$ cat src/rtl/id_ex_stage_reg.sv
// ID/EX pipeline register with load-use hazard detection, bubble insertion,
// EX-driven flush/hold handling and a saturating bubble counter.
module id_ex_stage_reg #(
  parameter int XLEN  = 32,
  parameter int RA_W  = 5,
  parameter int CNT_W = 16
) (
  input  logic             clk,
  input  logic             rst_n,
  input  logic             id_valid,
  input  logic [12:0]      id_ctrl,
  input  logic [XLEN-1:0]  id_pc,
  input  logic [XLEN-1:0]  id_rs1_data,
  input  logic [XLEN-1:0]  id_rs2_data,
  input  logic [XLEN-1:0]  id_imm,
  input  logic [RA_W-1:0]  id_rs1,
  input  logic [RA_W-1:0]  id_rs2,
  input  logic [RA_W-1:0]  id_rd,
  input  logic [3:0]       id_funct,
  input  logic             id_uses_rs1,
  input  logic             id_uses_rs2,
  input  logic             ex_flush_i,
  input  logic             ex_hold_i,
  output logic             ex_valid,
  output logic [12:0]      ex_ctrl,
  output logic [XLEN-1:0]  ex_pc,
  output logic [XLEN-1:0]  ex_rs1_data,
  output logic [XLEN-1:0]  ex_rs2_data,
  output logic [XLEN-1:0]  ex_imm,
  output logic [RA_W-1:0]  ex_rs1,
  output logic [RA_W-1:0]  ex_rs2,
  output logic [RA_W-1:0]  ex_rd,
  output logic [3:0]       ex_funct,
  output logic             id_stall_o,
  output logic [CNT_W-1:0] bubble_cnt
);

  // Position of MemRead inside the control bundle.
  localparam int MEMREAD_BIT = 8;

  logic rs1_hit;
  logic rs2_hit;
  logic lu_haz;
  logic bubble;
  logic load_en;

  function automatic logic [CNT_W-1:0] sat_inc(input logic [CNT_W-1:0] c);
    return (&c) ? c : c + 1'b1;
  endfunction

  always_comb begin
    rs1_hit = id_uses_rs1 && (ex_rd == id_rs1);
    rs2_hit = id_uses_rs2 && (ex_rd == id_rs2);
    lu_haz  = ex_valid && ex_ctrl[MEMREAD_BIT] && (ex_rd != '0) && id_valid
              && (rs1_hit || rs2_hit);
    // Flush outranks everything; a hazard only bubbles when EX is not frozen.
    bubble  = ex_flush_i || (!ex_hold_i && lu_haz);
    load_en = !ex_flush_i && !ex_hold_i && !lu_haz;
  end

  // A flush lets IF refetch the target, so it cancels any stall request.
  assign id_stall_o = rst_n && (lu_haz || ex_hold_i) && !ex_flush_i;

  // Control stage: valid, control bundle and bubble counter.
  always_ff @(posedge clk or negedge rst_n) begin
    if (!rst_n) begin
      ex_valid   <= 1'b0;
      ex_ctrl    <= '0;
      bubble_cnt <= '0;
    end else begin
      if (bubble) begin
        ex_valid <= 1'b0;
        ex_ctrl  <= '0;
      end else if (load_en) begin
        ex_valid <= id_valid;
        ex_ctrl  <= id_valid ? id_ctrl : 13'd0;
      end
      if (bubble && id_valid) begin
        bubble_cnt <= sat_inc(bubble_cnt);
      end
    end
  end

  // Datapath stage: only captured on a normal advance; bubbles keep old values.
  always_ff @(posedge clk or negedge rst_n) begin
    if (!rst_n) begin
      ex_pc       <= '0;
      ex_rs1_data <= '0;
      ex_rs2_data <= '0;
      ex_imm      <= '0;
      ex_rs1      <= '0;
      ex_rs2      <= '0;
      ex_rd       <= '0;
      ex_funct    <= '0;
    end else if (load_en) begin
      ex_pc       <= id_pc;
      ex_rs1_data <= id_rs1_data;
      ex_rs2_data <= id_rs2_data;
      ex_imm      <= id_imm;
      ex_rs1      <= id_rs1;
      ex_rs2      <= id_rs2;
      ex_rd       <= id_rd;
      ex_funct    <= id_funct;
    end
  end

endmodule

$ cat config.mk
export PLATFORM = sky130hd
export DESIGN_NAME = id_ex_stage_reg
export DESIGN_NICKNAME = d
export VERILOG_FILES = /design/src/rtl/id_ex_stage_reg.sv
export SDC_FILE = /design/constraint.sdc
export NUM_CORES = 1
export LEC_CHECK = 0
export ABC_CLOCK_PERIOD_IN_PS = 2300
export CORE_MARGIN = 2
export CORE_UTILIZATION = 38
export CTS_BUF_LIST = sky130_fd_sc_hd__clkbuf_8
export CTS_CLUSTER_DIAMETER = 50
export DETAILED_ROUTE_END_ITERATION = 16
export PLACE_DENSITY = 0.86
export SYNTH_ARGS = -nofsm -noshare
export SYNTH_HDL_FRONTEND = slang
export SYNTH_SLANG_ARGS = --single-unit
$ cat constraint.sdc
create_clock -name clk -period 2.3 [get_ports clk]
set_input_delay 0.23 -clock clk [delete_from_list [all_inputs] [get_ports clk]]
set_output_delay 0.23 -clock clk [all_outputs]
set_load 0.005 [all_outputs]
==> results.yml <==
power:
  peakVddDrop_uv: 520
  switchingPower_mw: 2.15
  internal_power_mw: 6.06
  p_seq_share_pct: 46.3
  clock_power_share_pct: 27.2
  p_per_area_nw_per_um2: 693
  leakagePower_nw: 5.15
  swShare_pct: 26.2
  p_comb_share_pct: 26.5
sta:
  hold_viol: 0
  rsz0062_at_grt: "true"
  finalCritPeriodShare_pct: 110
  max_clock_freq_ghz: 0.397
  fin_skew_ps: 21.3
  setup_viol: 148
  fin_ws_ps: -220
  fin_crit_ps: 2520
  tightestPinTransition_ps: 616
  relSlewSlack_pct: 59.0
  report.final.slew_viol_count: 0
worst_setup_path:
  path_max_fanout: 12
  worstSetupPathType: "reg2reg"
  critPathBufInv: 3
  reg2reg_slack_ps: -220
  arrival_ps: 2860
  cp_common_cell: "buf_6"
  worstPathRequired_ps: 2640
  slowest_delay_ps: 400
  start_kind: "flip-flop"
  path_cells: "or3_4 -> o311a_1 -> and2_4 -> buf_6 -> a211oi_4 -> buf_6 -> clkbuf_16 -> mux2_1"
  crit_family: "compound AO/OA/AOI/OAI gates"
  worst_path_max_delay_cell: "dfrtp_1"
  end_kind: "flip-flop"
placed_design:
  numPortBuffers: 344
  dp_slack_ps: -291
  place_area_um2: 10800
  placedCellCount: 1039
  dpl.hpwl_um: 14400
  place.gp.congestion: 0.793
synth:
  ys_warn_count: 0
  synth_cells: 456
  synth.avg_cell_area_um2: 15.3
  syn_nets: 624
  yosysSeqAreaShare_pct: 63.5
  synthDistinctLibCells: 33
  async_reset_ff_share_pct: 100
  syn-cell-area_um2: 6970
  synth_edf_count: 0
  ys.flop_type: "dfrtp_1"
  synth-seq-cells: 177
layout:
  design_area_um2: 11900
  multiInputGateArea_um2: 2700
  area_growth_pct: 70.1
  layout-drive-gt1-share_pct: 20.2
  finalNetCount: 1013
  fillers: 1265
  seq_area_um2: 4430
  antenna_cells: 0
  final_cells: 1086
grt:
  grt_pass1_wl_um: 32000
  grt_pass1_vias: 5707
  grt_use_total_pct: 21.1
  grt_max_degree: 98
  grt_antenna_before_repair: 0
  grt_overflow_total: 0
run:
  max_cap_viol_count: 0
detailed_routing:
  first_iter_violations: 213
  routed_wl_um: 20600
  vias: 5218
  wl_per_cell_um: 19.0
  ant_nets: 0
  drc: 0
  via_per_inst: 4.80
  firstDrtPassIters: 4
clock_network:
  clock_path_buffers: 2
  clock_sinks: 177
  cts_tree: "yes"
  cts_root_buf: "clkbuf_8"
  h-tree-depth: 4
  cts_buffers: 17
  insertion_delay_ps: 470
  path_clk_slew_ps: 100
floorplanning:
  start_util_pct: 38.8
  core_um2: 18000
  rows: 49
  die_w_um: 139
  die_y_um: 139
  num_io_pins: 345
  die_area_um2: 19400
run_status:
  violations: "negative setup slack"
  outcome: "complete, but fails checks"
min_path:
  hold_path.class: "in2reg"
[through the flow]
| stage | power, mW | utilization [%] | hold WS (ps) | setup TNS [ps] |
|---|---|---|---|---|
| global route | 8.57 | 66.0 | 325 | -35380 |
| floorplan | 4.34 | - | -65.6 | 0 |
| CTS | 8.21 | 65.3 | 321 | -26090 |
| detailed placement | 5.77 | 60.3 | 318 | -31630 |
| finish | 8.21 | 66.0 | 358 | -24610 |
| global placement | 5.71 | 60.3 | 309 | -22750 |
[area by class of cell]
class | count | share of cell area (%)
Clock inverter | 13 | 1.28
Inverter | 4 | 0.127
Tap cell | 229 | 2.42
Clock buffer | 18 | 2.09
Timing Repair Buffer | 393 | 34.0
Multi-Input combinational cell | 252 | 22.8
Sequential cell | 177 | 37.4
[power by group through the flow]
stage / clock network (mW) / logic [mW] / registers, mW
finish: 2.24 / 2.17 / 3.80
detailed placement: 0 / 1.93 / 3.85
global placement: 0 / 1.89 / 3.82
global route: 2.40 / 2.31 / 3.86
floorplan: 0 / 0.477 / 3.86
CTS: 2.29 / 2.13 / 3.79
[Yosys cell counts, types with 3 or more instances]
| cell | count | area share (%) |
|---|---|---|
| dfrtp_1 | 177 | 64 |
| mux2_1 | 130 | 21 |
| nor2_1 | 22 | 1.2 |
| mux2_2 | 19 | 3.1 |
| a22oi_1 | 13 | 1.4 |
| buf_6 | 13 | 2.1 |
| xnor2_1 | 12 | 1.5 |
| xor2_1 | 12 | 1.5 |
| nand3_1 | 8 | 0.57 |
| nand2_1 | 7 | 0.38 |
| clkbuf_1 | 6 | 0.32 |
| inv_1 | 4 | 0.22 |
| nand4_1 | 4 | 0.36 |
| a21oi_1 | 3 | 0.22 |
| and3_1 | 3 | 0.27 |
| nor3_1 | 3 | 0.22 |
[cells in the final DEF, fill, tap and decap left out, types with 5 or more instances in the layout]
cell type / count
clkdlybuf4s50_1: 342
dfrtp_1: 177
mux2_4: 74
mux2_1: 68
nor2_1: 22
buf_4: 22
clkbuf_8: 18
a22oi_1: 13
xor2_1: 12
buf_6: 12
xnor2_1: 8
nand3_1: 8
nand2_1: 7
mux2_2: 7
buf_12: 6
buf_8: 6
inv_1: 5
[routing by layer]
layer  vias up  GRT usage (%)  wire [um]
li1       2369              -          -
met1      2600           24.5       8050
met2       218           37.2      10700
met3        31           6.43       1400
met4         0           6.86        412
met5         -              0          0
[path summary, 6_finish.rpt]
check                                start  depth (start not counted)               to
setup / recovery                  ex_rd[1]                          8         ex_pc[1]
hold / removal             id_rs2_data[30]                          2  ex_rs2_data[30]
max in group asynchronous            rst_n                          3        ex_pc[11]
min in group asynchronous            rst_n                          3         ex_rd[2]
setup reg to reg                  ex_rd[1]                          8         ex_pc[1]
hold reg to reg              bubble_cnt[5]                          1    bubble_cnt[5]
[what timing repair did]
action,CTS,global route
gates resized for setup,97,20
cloned,3,2
setup endpoints to repair,165,154
pin swaps,0,5
setup buffers,9,5
endpoints found under the hold margin,177,0
hold buffers,1,0
[state kept, by name (all words and copies together), names as in the netlist]
name / count
ex_valid: 1
ex_rs1: 5
ex_pc: 32
ex_imm: 32
ex_funct: 4
ex_ctrl: 13
bubble_cnt: 16
ex_rs2_data: 32
ex_rs2: 5
ex_rs1_data: 32
ex_rd: 5
[logic make-up after synthesis]
| group | Yosys count | share of synthesized area, % |
|---|---|---|
| flip-flops | 177 | 63.5 |
| multiplexers | 149 | 24.1 |
| AND/OR/NAND/NOR | 55 | 3.75 |
| buffers and inverters | 27 | 3.00 |
| XOR/XNOR | 24 | 3.02 |
| AO/OA/AOI/OAI | 23 | 2.44 |
| adder cells (fa/ha/maj) | 1 | 0.179 |
No activity file was read; power rests on OpenSTA's default activity.
